## src/rtl/mult_div_pkg.sv

```systemverilog
// Shared encodings for the signed multiply/divide unit: op select, FSM states, default width.
package mult_div_pkg;

  localparam int WIDTH_DEFAULT = 32;

  localparam logic OP_MULT = 1'b0;
  localparam logic OP_DIV  = 1'b1;

  typedef enum logic [1:0] {
    IDLE,
    MULT,
    DIV
  } state_t;

endpackage

```

## src/rtl/div_restoring_step.sv

```systemverilog
// One restoring-division step: shift in the next dividend bit, trial-subtract, keep or restore.
// Purely combinational; no flow control.
module div_restoring_step #(
  parameter int WIDTH = 32
) (
  input  logic [WIDTH-1:0] rem_in,
  input  logic [WIDTH-1:0] quo_in,
  input  logic [WIDTH-1:0] divisor,
  output logic [WIDTH-1:0] rem_out,
  output logic [WIDTH-1:0] quo_out
);

  logic [WIDTH:0] shifted;
  logic [WIDTH:0] diff;

  // rem_in < divisor always holds, so diff[WIDTH] is exactly the borrow
  assign shifted = {rem_in, quo_in[WIDTH-1]};
  assign diff    = shifted - {1'b0, divisor};
  assign rem_out = diff[WIDTH] ? shifted[WIDTH-1:0] : diff[WIDTH-1:0];
  assign quo_out = {quo_in[WIDTH-2:0], ~diff[WIDTH]};

endmodule

```

## src/rtl/mult_div_unit.sv

```systemverilog
// Signed mult (radix-2 Booth) / div (restoring) owning HI/LO; done pulses 33 edges after start.
// start is sampled only in IDLE; starts while busy are dropped, divide-by-zero completes next cycle.
module mult_div_unit
  import mult_div_pkg::*;
#(
  parameter int WIDTH = WIDTH_DEFAULT,
  parameter int CNT_W = 6
) (
  input  logic             clk,
  input  logic             reset,
  input  logic             start,
  input  logic             op,
  input  logic [WIDTH-1:0] a,
  input  logic [WIDTH-1:0] b,
  output logic             busy,
  output logic             done,
  output logic             div_zero,
  output logic [WIDTH-1:0] hi,
  output logic [WIDTH-1:0] lo
);

  state_t           state;
  logic [CNT_W-1:0] cnt;
  logic [WIDTH:0]   work_hi;  // Booth accumulator (sign-extended) or division remainder
  logic [WIDTH-1:0] work_lo;  // Booth multiplier/product low or dividend/quotient
  logic [WIDTH-1:0] opnd;     // multiplicand or divisor magnitude
  logic             booth_q1;
  logic             q_neg;
  logic             r_neg;

  logic [WIDTH-1:0] a_mag;
  logic [WIDTH-1:0] b_mag;
  logic             last;

  logic [WIDTH:0]   m_ext;
  logic [WIDTH:0]   booth_sum;
  logic [WIDTH:0]   booth_hi;
  logic [WIDTH-1:0] booth_lo;

  logic [WIDTH-1:0] div_rem;
  logic [WIDTH-1:0] div_quo;

  assign a_mag = a[WIDTH-1] ? -a : a;
  assign b_mag = b[WIDTH-1] ? -b : b;
  assign last  = (cnt == CNT_W'(WIDTH - 1));

  // Extra accumulator bit keeps acc - m exact when m is the most negative value
  assign m_ext = {opnd[WIDTH-1], opnd};

  always_comb begin
    booth_sum = work_hi;
    case ({work_lo[0], booth_q1})
      2'b01:   booth_sum = work_hi + m_ext;
      2'b10:   booth_sum = work_hi - m_ext;
      default: booth_sum = work_hi;
    endcase
  end

  assign booth_hi = {booth_sum[WIDTH], booth_sum[WIDTH:1]};
  assign booth_lo = {booth_sum[0], work_lo[WIDTH-1:1]};

  div_restoring_step #(
    .WIDTH (WIDTH)
  ) u_div_step (
    .rem_in  (work_hi[WIDTH-1:0]),
    .quo_in  (work_lo),
    .divisor (opnd),
    .rem_out (div_rem),
    .quo_out (div_quo)
  );

  always_ff @(posedge clk or negedge reset) begin
    if (!reset) begin
      state    <= IDLE;
      cnt      <= '0;
      work_hi  <= '0;
      work_lo  <= '0;
      opnd     <= '0;
      booth_q1 <= 1'b0;
      q_neg    <= 1'b0;
      r_neg    <= 1'b0;
      busy     <= 1'b0;
      done     <= 1'b0;
      div_zero <= 1'b0;
      hi       <= '0;
      lo       <= '0;
    end else begin
      done     <= 1'b0;
      div_zero <= 1'b0;
      case (state)
        IDLE: begin
          if (start) begin
            cnt     <= '0;
            work_hi <= '0;
            if (op == OP_MULT) begin
              work_lo  <= b;
              opnd     <= a;
              booth_q1 <= 1'b0;
              busy     <= 1'b1;
              state    <= MULT;
            end else if (b == '0) begin
              done     <= 1'b1;
              div_zero <= 1'b1;
            end else begin
              work_lo <= a_mag;
              opnd    <= b_mag;
              q_neg   <= a[WIDTH-1] ^ b[WIDTH-1];
              r_neg   <= a[WIDTH-1];
              busy    <= 1'b1;
              state   <= DIV;
            end
          end
        end
        MULT: begin
          work_hi  <= booth_hi;
          work_lo  <= booth_lo;
          booth_q1 <= work_lo[0];
          cnt      <= cnt + 1'b1;
          if (last) begin
            hi    <= booth_hi[WIDTH-1:0];
            lo    <= booth_lo;
            busy  <= 1'b0;
            done  <= 1'b1;
            state <= IDLE;
          end
        end
        DIV: begin
          work_hi <= {1'b0, div_rem};
          work_lo <= div_quo;
          cnt     <= cnt + 1'b1;
          if (last) begin
            hi    <= r_neg ? -div_rem : div_rem;
            lo    <= q_neg ? -div_quo : div_quo;
            busy  <= 1'b0;
            done  <= 1'b1;
            state <= IDLE;
          end
        end
        default: state <= IDLE;
      endcase
    end
  end

endmodule

```

## config.mk

```make
export PLATFORM = sky130hd
export DESIGN_NAME = mult_div_unit
export DESIGN_NICKNAME = d
export VERILOG_FILES = /design/src/rtl/mult_div_pkg.sv /design/src/rtl/div_restoring_step.sv /design/src/rtl/mult_div_unit.sv
export SDC_FILE = /design/constraint.sdc
export NUM_CORES = 1
export LEC_CHECK = 0
export ABC_AREA = 0
export CORE_UTILIZATION = 49
export CTS_BUF_LIST = sky130_fd_sc_hd__clkbuf_4 sky130_fd_sc_hd__clkbuf_8 sky130_fd_sc_hd__clkbuf_16
export DETAILED_ROUTE_END_ITERATION = 16
export PLACE_DENSITY = 0.65
export SLEW_MARGIN = 40
export SYNTH_ARGS = -nofsm -noshare
export SYNTH_HDL_FRONTEND = slang
export SYNTH_SLANG_ARGS = --single-unit
```

## constraint.sdc

```tcl
create_clock -name clk -period 7.5 [get_ports clk]
set_input_delay 1.125 -clock clk [delete_from_list [all_inputs] [get_ports clk]]
set_output_delay 1.125 -clock clk [all_outputs]
set_load 0.05 [all_outputs]
```

==> After elaboration in Yosys (flattened, before gate mapping) <==
Index checks and enable logic that the tools add are counted.
{ "totals": {"register_bits": 175, "word_cells": 93, "out_inout_bits": 67, "input_bits": 68} }
{ "op_classes": {"mux": 41, "bitwise_logic": 3, "n_addsub": 8, "reduce_logical": 16, "eq_ne": 12} }
{ "op_table": {"columns": ["op", "count"], "rows": [
  ["$mux 32", 14],
  ["$neg 32->32", 4],
  ["$pmux 32 s2", 2],
  ["$pmux 33 s3", 1],
  ["$pmux 32 s3", 1],
  ["$pmux 33 s2", 1],
  ["$add 33x33->33", 1],
  ["$mux 33", 1],
  ["$sub 33x32->33", 1],
  ["$sub 33x33->33", 1],
  ["$logic_not 32->1", 1],
  ["$reduce_and 3->1", 5],
  ["$pmux 6 s2", 1],
  ["$mux 1", 11],
  ["$ne 2x2->1 const B", 5],
  ["$mux 2", 4],
  ["$reduce_and 4->1", 2],
  ["$add 6x1->6 const B", 1],
  ["$eq 6x5->1 const B", 1],
  ["$mux 6", 1],
  ["$pmux 1 s2", 3],
  ["$reduce_bool 2->1", 3],
  ["$eq 2x1->1 const B", 2],
  ["$eq 2x2->1 const B", 2],
  ["other kinds (9)", 11]
]} }

==> Longest topological paths before layout <==
Gate-level depths: netlist of the first run.
{ "depth": {"word_depth": 6, "depth_mapped": 23} }

==> Modules after synthesis <==
Synthesis of the first run repeated with hierarchy kept, for this count alone.
{ "unflattened": {"cells_unflattened": 2155, "area_unflattened_um2": 16739.8} }
{ "by_module_without_submodules": {"columns": ["mod", "cells_per_inst", "area_per_inst_um2", "seq_area_each_um2", "instances"], "rows": [
  ["mult_div_unit", 1819, 14148.6, 4379.2, 1],
  ["div_restoring_step", 336, 2591.2, 0.0, 1]
]} }

==> Worst setup path before layout of the first run <==
Ideal clock, no wire load.
{ "synth_path": {"path_type": "flip-flop to flip-flop", "from": "register work_lo[31]", "to": "register hi[24]", "stages_incl_launch_ff": 22, "setup_time_ns": 0.070, "t_arrival_ns": 5.388, "synth_period_minus_slack_ns": 5.458, "path_slack_ns": 2.042, "path_cell_list": "dfrtp_1 inv_1 ha_1 fa_1 nand2b_1 a21boi_2 o21ai_2 a2111oi_4 o21a_2 nor2_8 inv_2 clkbuf_1 clkbuf_1 nor2_1 a21oi_1 ha_1 nand4_1 mux2_4 or3_4 or4b_4 or4_1 nand3_1"} }
{ "synth_between": {"elab_chain_len": 6} }
{ "synth_rtl": {"columns": ["element", "line_no", "rtl"], "rows": [
  ["start, declared", "mult_div_unit.sv:25", "logic [WIDTH-1:0] work_lo;"],
  ["start signal, assigned", "mult_div_unit.sv:105", "work_lo <= a_mag;"],
  ["start signal, assigned", "mult_div_unit.sv:116", "work_lo <= booth_lo;"],
  ["start signal, assigned", "mult_div_unit.sv:129", "work_lo <= div_quo;"],
  ["$sub 33x32->33", "div_restoring_step.sv:18", "assign diff = shifted - {1'b0, divisor};"],
  ["$mux 32 (*)", "div_restoring_step.sv:19", "assign rem_out = diff[WIDTH] ? shifted[WIDTH-1:0] : diff[WIDTH-1:0];"],
  ["$neg 32->32", "mult_div_unit.sv:132", "hi <= r_neg ? -div_rem : div_rem;"],
  ["$mux 32 (*)", "mult_div_unit.sv:132", null],
  ["$mux 32 (*)", "mult_div_unit.sv:131", "if (last) begin"],
  ["$pmux 32 s2 (*)", "mult_div_unit.sv:90", "case (state)"],
  ["end signal, assigned", "mult_div_unit.sv:120", "hi <= booth_hi[WIDTH-1:0];"],
  ["end signal, assigned", "mult_div_unit.sv:132", null],
  ["end, declared", "mult_div_unit.sv:18", "output logic [WIDTH-1:0] hi,"]
]} }
Every way passes the cells marked *; elsewhere a longest branch is shown, timed or not. The select of a mux whose other input is x is not followed.
A chain may end at the register's enable or synchronous reset.

==> Worst setup path after layout of the first run <==
{ "layout_path": {"from": "register work_lo[31]", "to": "register hi[28]"} }
The elaborated chain is that of the path after synthesis.

==> results of run 1 <==
-- worst max-delay path: cells and delay by family, from the launching register on --
family	cells	cell delay, ns
fa+ha+maj	3	0.94
flops	1	0.42
compound gates	8	2.14
buf+inv	2	0.43
mux	1	0.32
simple gates	6	1.56
-- cell families after synthesis --
| kind of cell | synth area share [%] |
|---|---|
| flip-flops | 26.4 |
| XOR/XNOR | 9.09 |
| multiplexers | 4.61 |
| AND/OR/NAND/NOR | 19.5 |
| AO/OA/AOI/OAI | 29.3 |
| adder cells (fa/ha/maj) | 5.91 |
| buffers and inverters | 5.14 |
-- power breakdown --
group / total, W / leakage, nW / internal (W) / switching (W)
logic: 0.00630 / 5.31 / 0.00225 / 0.00405
registers: 0.00162 / 2.33 / 0.00118 / 0.000445
clock network: 0.000941 / 0.298 / 0.000486 / 0.000455
total: 0.00887 / 7.94 / 0.00391 / 0.00495
-- stage by stage --
step                cell area [um2]  hold WS (ns)  cells  setup slack, ns  power (W)
detailed placement            18100         0.472   2670             1.69    0.00774
floorplan                     16600         0.466   2217             2.04    0.00600
CTS                           18700         0.487   2702             1.66    0.00871
finish                        18800         0.483   2703             1.57    0.00887
global placement              18100         0.465   2670             1.87    0.00766
global route                  18800         0.512   2703             1.33    0.00943
-- state kept, by name (all words and copies together), names as in the netlist, 2 cells and up --
register,cells
work_hi,33
hi,32
lo,32
opnd,32
work_lo,32
cnt,6
state,2
-- synth_stat cells, types with 15 or more instances --
| cell type | n | area (um2) |
|---|---|---|
| mux2i_1 | 44 | 440 |
| nand3_1 | 36 | 180 |
| or4_1 | 15 | 113 |
| inv_1 | 68 | 255 |
| o221ai_1 | 17 | 149 |
| xor2_1 | 97 | 850 |
| nor2_1 | 211 | 792 |
| xnor2_1 | 75 | 657 |
| o41ai_1 | 19 | 166 |
| clkbuf_1 | 115 | 432 |
| mux2_2 | 26 | 293 |
| dfrtp_1 | 175 | 4380 |
| nor4_1 | 22 | 138 |
| o22ai_1 | 17 | 106 |
| nor3_1 | 28 | 140 |
| ha_1 | 75 | 938 |
| o31ai_1 | 35 | 263 |
| buf_2 | 20 | 100 |
| or3_1 | 17 | 106 |
| o21ai_0 | 262 | 1310 |
| a22oi_1 | 43 | 323 |
| nand2b_1 | 17 | 106 |
| nand2_1 | 306 | 1150 |
| a21o_1 | 37 | 278 |
| a21oi_1 | 203 | 1020 |
-- per-layer routing --
| metal | vias up | share of wire (%) |
|---|---|---|
| met3 | 139 | 6.4 |
| met1 | 8117 | 42 |
| met2 | 754 | 47 |
| met4 | 0 | 4.3 |
| met5 | - | 0 |
| li1 | 8068 | - |
-- layout make-up --
class	count	area [um2]	area share, %
Inverter	72	270	1.44
Sequential cell	175	4380	23.3
Clock buffer	18	439	2.34
Clock inverter	14	163	0.867
Multi-Input combinational cell	1822	11400	60.8
Tap cell	442	553	2.95
Timing Repair Buffer	160	1550	8.27
-- worst paths after layout --
path / from / to / depth (start not counted)
max reg2reg: work_lo[31]$_DFFE_PN0P_ / hi[28]$_DFFE_PN0P_ / 20
min reg2reg: lo[27]$_DFFE_PN0P_ / lo[27]$_DFFE_PN0P_ / 2
min: lo[27]$_DFFE_PN0P_ / lo[27]$_DFFE_PN0P_ / 2
max: work_lo[31]$_DFFE_PN0P_ / hi[28]$_DFFE_PN0P_ / 20
min in group asynchronous: reset / state[0]$_DFFE_PN0P_ / 1
max in group asynchronous: reset / work_hi[32]$_DFFE_PN0P_ / 2
==> results.sh, run 1 <==
export IMPL_ys_types=83
export IMPL_root_buffer="clkbuf_16"
export IMPL_tritoncts="done"
export IMPL_synth_seq_cells=175
export IMPL_syn_num_nets=2362
export IMPL_slew_headroom_pct=36.3
export IMPL_skew_ns=0.0157
export IMPL_wl_per_cell_um=22.0
export IMPL_ys_seq_area_share_pct=26.4
export IMPL_syn_to_final_growth_pct=13.2
export IMPL_antenna_left=0
export IMPL_cts_sinks=175
export IMPL_hold_buffers=0
export IMPL_crit_path_max_incr_delay_ns=0.68
export IMPL_start_kind="register"
export IMPL_hp_class="register to register"
export IMPL_antenna_found_initial=1
export IMPL_status="complete, no violations"
export IMPL_n_fill_cell=3191
export IMPL_first_iter_violations=1632
export IMPL_cts_resized=0
export IMPL_critPathSlowestCell="or4_1"
export IMPL_met3_usage_pct=3.87
export IMPL_postRouteWirelength_um=59600
export IMPL_finish_utilization_pct=57.1
export IMPL_fin_crit_ns=5.93
export IMPL_grt_max_degree=97
export IMPL_r2r_slack_ns=1.57
export IMPL_grt_pass1_vias=15900
export IMPL_rows=66
export IMPL_path_clk_slew_ns=0.07
export IMPL_fp_coreArea_um2=32900
export IMPL_h_tree_depth=4
export IMPL_use_met2_pct=57.3
export IMPL_cp_arrival_ns=6.29
export IMPL_vias_per_cell=6.32
export IMPL_die_x_um=186
export IMPL_worstSetupPathType="register to register"
export IMPL_drc=0
export IMPL_grt_pass1_wl_um=91000
export IMPL_avgSynthCellArea_um2=7.47
export IMPL_final_common_cell="nand2_1"
export IMPL_maxCapViolCount=0
export IMPL_endpoint_kind="register"
export IMPL_nNetsFinal=2393
export IMPL_insertion_delay_ns=0.46
export IMPL_fin_crit_sh_pct=79.1
export IMPL_cts_made_buffers=17
export IMPL_busiest_layer="met2"
export IMPL_gp_congestion=1.00
export IMPL_setup_violations=0
export IMPL_final_layout_size_suffix_gt1_share_pct=5.22
export IMPL_p_leak_nw=7.94
export IMPL_dr_pass1_iters=6
export IMPL_ys_async_sr_fraction_pct=100
export IMPL_crit_path_frequent_cell="ha_1"
export IMPL_path_max_fanout=21
export IMPL_required_ns=7.86
export IMPL_yosysWarnings=0
export IMPL_dieHeight_um=186
export IMPL_hold_violations=0
export IMPL_groute_usage_overall_pct=34.8
export IMPL_path_cells="inv_1, ha_1, fa_1, nand2b_1, a21boi_2, o21ai_2, a2111oi_4, o21a_2, nor2_8, inv_2, nor2_1, a21oi_1, ha_1, nand4_1, mux2_4, or3_4, or4_1, o211ai_1, o31ai_1, a22oi_1"
export IMPL_synth_flop_cell="dfrtp_1"
export IMPL_vias=17100
export IMPL_cts_path_max_buffers=2
export IMPL_fmax_ghz=0.169
export IMPL_start_util_pct=50.4
export IMPL_dpl_hpwl_um=45500
export IMPL_postCtsSetupBuffers=0
export IMPL_fp_dieArea_um2=34500
export IMPL_slew_violations=0
export IMPL_grt_use_met1_pct=45.6
export IMPL_portBuffers=134
export IMPL_p_per_area_nw_per_um2=473
export IMPL_synth_edf_count=0
export IMPL_worstMarginPinSlew_ns=0.946
export IMPL_io_pins=135
export IMPL_syn_inst=2217
export IMPL_grt_overflow=0
export IMPL_syn_area_um2=16600
export IMPL_mostFrequentLayoutCells="nand2_1 (306), o21ai_0 (262), nor2_1 (211)"
export IMPL_fin_setup_tns_ns=0
export IMPL_antenna_cells=0
export IMPL_ir_drop_v=0.000287
export IMPL_rsz0062_at_grt="no"
(Power assumes the default switching activity.)
==> run 2: changes to the inputs <==
==> constraint.sdc (replaced) <==
create_clock -name clk -period 6.15 [get_ports clk]
set_input_delay 0.9225 -clock clk [delete_from_list [all_inputs] [get_ports clk]]
set_output_delay 0.9225 -clock clk [all_outputs]
set_load 0.05 [all_outputs]
==> results.sh, run 2 (synthesized netlist as in run 1, its figures left out) <==
export IMPL_status="complete, no violations"
export IMPL_p_leak_nw=7.98
export IMPL_vias=17100
export IMPL_final_layout_size_suffix_gt1_share_pct=5.51
export IMPL_rsz0062_at_grt="no"
export IMPL_worstMarginPinSlew_ns=0.877
export IMPL_dr_pass1_iters=6
export IMPL_hp_class="primary input to asynchronous set/reset pin"
export IMPL_drc=0
export IMPL_final_cell_area_um2=18800
export IMPL_grt_overflow=0
export IMPL_fmax_ghz=0.173
export IMPL_fp_coreArea_um2=32900
export IMPL_worst_slack_ns=0.353
export IMPL_worstSetupPathType="register to register"
export IMPL_endpoint_kind="register"
export IMPL_total_power_w=0.0109
export IMPL_rows=66
export IMPL_start_kind="register"
export IMPL_r2r_cells=19
export IMPL_ir_drop_v=0.000301
export IMPL_p_per_area_nw_per_um2=581
export IMPL_path_cells="nor4_1, a41o_1, o21a_1, o21a_1, buf_4, xnor2_1, ha_1, and3_1, nand2_1, a2111oi_0, buf_4, o31a_1, a41o_1, o21ai_0, nand2b_1, a21oi_1, xnor2_1, a2111oi_0, o22ai_1"
export IMPL_wl_per_cell_um=22.5
export IMPL_dpl_hpwl_um=46300
export IMPL_slew_headroom_pct=40.9
export IMPL_cts_resized=0
export IMPL_cts_path_max_buffers=2
export IMPL_n_fill_cell=3167
export IMPL_antenna_left=0
export IMPL_io_pins=135
export IMPL_antenna_found_initial=2
export IMPL_grt_pass1_vias=16100
export IMPL_required_ns=6.45
export IMPL_place_ws_ns=0.666
export IMPL_critPathSlowestCell="a2111oi_0"
export IMPL_postCtsSetupBuffers=0
export IMPL_vias_per_cell=6.32
export IMPL_grt_pass1_wl_um=93500
export IMPL_critical_path_buf_inv_count=2
export IMPL_cts_made_buffers=17
export IMPL_r2r_end="hi[26]$_DFFE_PN0P_"
export IMPL_syn_to_final_growth_pct=13.6
export IMPL_fin_setup_tns_ns=0
export IMPL_nNetsFinal=2401
export IMPL_groute_usage_overall_pct=35.8
export IMPL_die_x_um=186
export IMPL_crit_path_max_incr_delay_ns=0.70
export IMPL_gp_congestion=0.989
export IMPL_path_clk_slew_ns=0.08
export IMPL_maxCapViolCount=0
export IMPL_cp_arrival_ns=6.09
export IMPL_insertion_delay_ns=0.46
export IMPL_hold_buffers=0
export IMPL_largest_register="work_hi"
export IMPL_tritoncts="done"
export IMPL_rr_startpoint="opnd[6]$_DFFE_PN0P_"
export IMPL_root_buffer="clkbuf_16"
export IMPL_hold_violations=0
export IMPL_portBuffers=134
export IMPL_fin_crit_sh_pct=94.3
export IMPL_start_util_pct=50.4
export IMPL_skew_ns=0.0105
export IMPL_antenna_cells=0
export IMPL_first_iter_violations=1698
export IMPL_fin_crit_ns=5.80
export IMPL_grt_max_degree=97
export IMPL_cts_sinks=175
export IMPL_h_tree_depth=4
export IMPL_finish_utilization_pct=57.3
export IMPL_critical_path_top_delay_family="compound AO/OA/AOI/OAI gates"
export IMPL_path_max_fanout=5
export IMPL_fp_dieArea_um2=34500
export IMPL_slew_violations=0
export IMPL_setup_violations=0
export IMPL_dpl_cell_area_um2=18200
export IMPL_postRouteWirelength_um=61000
export IMPL_largest_register_ffs=33
export IMPL_mostFrequentLayoutCells="nand2_1 (306), o21ai_0 (261), nor2_1 (210)"
export IMPL_r2r_slack_ns=0.35
export IMPL_final_common_cell="nand2_1"
export IMPL_dieHeight_um=186
==> run 2: worst max-delay path by stage <==
stage                     slack [ns]                     from  depth (start not counted)            endpoint
after detailed placement        0.67     opnd[19]$_DFFE_PN0P_                         19  hi[28]$_DFFE_PN0P_
after CTS                       0.62      opnd[6]$_DFFE_PN0P_                         19  hi[26]$_DFFE_PN0P_
after floorplan                 0.69  work_lo[31]$_DFFE_PN0P_                         21  hi[24]$_DFFE_PN0P_
final                           0.35      opnd[6]$_DFFE_PN0P_                         19  hi[26]$_DFFE_PN0P_
after global placement          0.78      opnd[6]$_DFFE_PN0P_                         19  hi[26]$_DFFE_PN0P_
after global routing            0.27     opnd[19]$_DFFE_PN0P_                         19  hi[28]$_DFFE_PN0P_
==> run 2: area by class of cell <==
cell class,count,area (um2),share of cell area (%)
sequential,175,4380,23.3
tap,442,553,2.94
multi-input combinational,1822,11400,60.6
clock inverter,14,168,0.891
timing repair buffer,168,1620,8.59
inverter,72,270,1.44
clock buffer,18,433,2.30
==> run 2: worst register-to-register path: cells and delay by family, from the launching register on <==
kind	cells	cell delay (ns)
xor+xnor	2	0.25
simple gates	4	1.18
compound gates	10	3.05
fa+ha+maj	1	0.36
buf+inv	2	0.40
flops	1	0.42
==> run 2: metrics by stage <==
stage | hold WS [ns] | instances
floorplan | 0.466 | 2217
global placement | 0.464 | 2678
detailed placement | 0.471 | 2678
CTS | 0.488 | 2710
global route | 0.326 | 2711
finish | 0.317 | 2711
==> run 2: power breakdown <==
group          leakage (nW)  internal (W)  total (W)  switching (W)
sequential             2.33       0.00143    0.00198       0.000551
combinational          5.35       0.00276    0.00780        0.00503
clock                 0.293      0.000588    0.00116       0.000572
total                  7.98       0.00479     0.0109        0.00616
==> run 2: per-layer routing <==
metal | track usage (%) | part of all wire (%)
met5 | 0 | 0
met2 | 56.0 | 45
met1 | 46.5 | 42
met3 | 5.87 | 7.5
met4 | 20.6 | 5.6
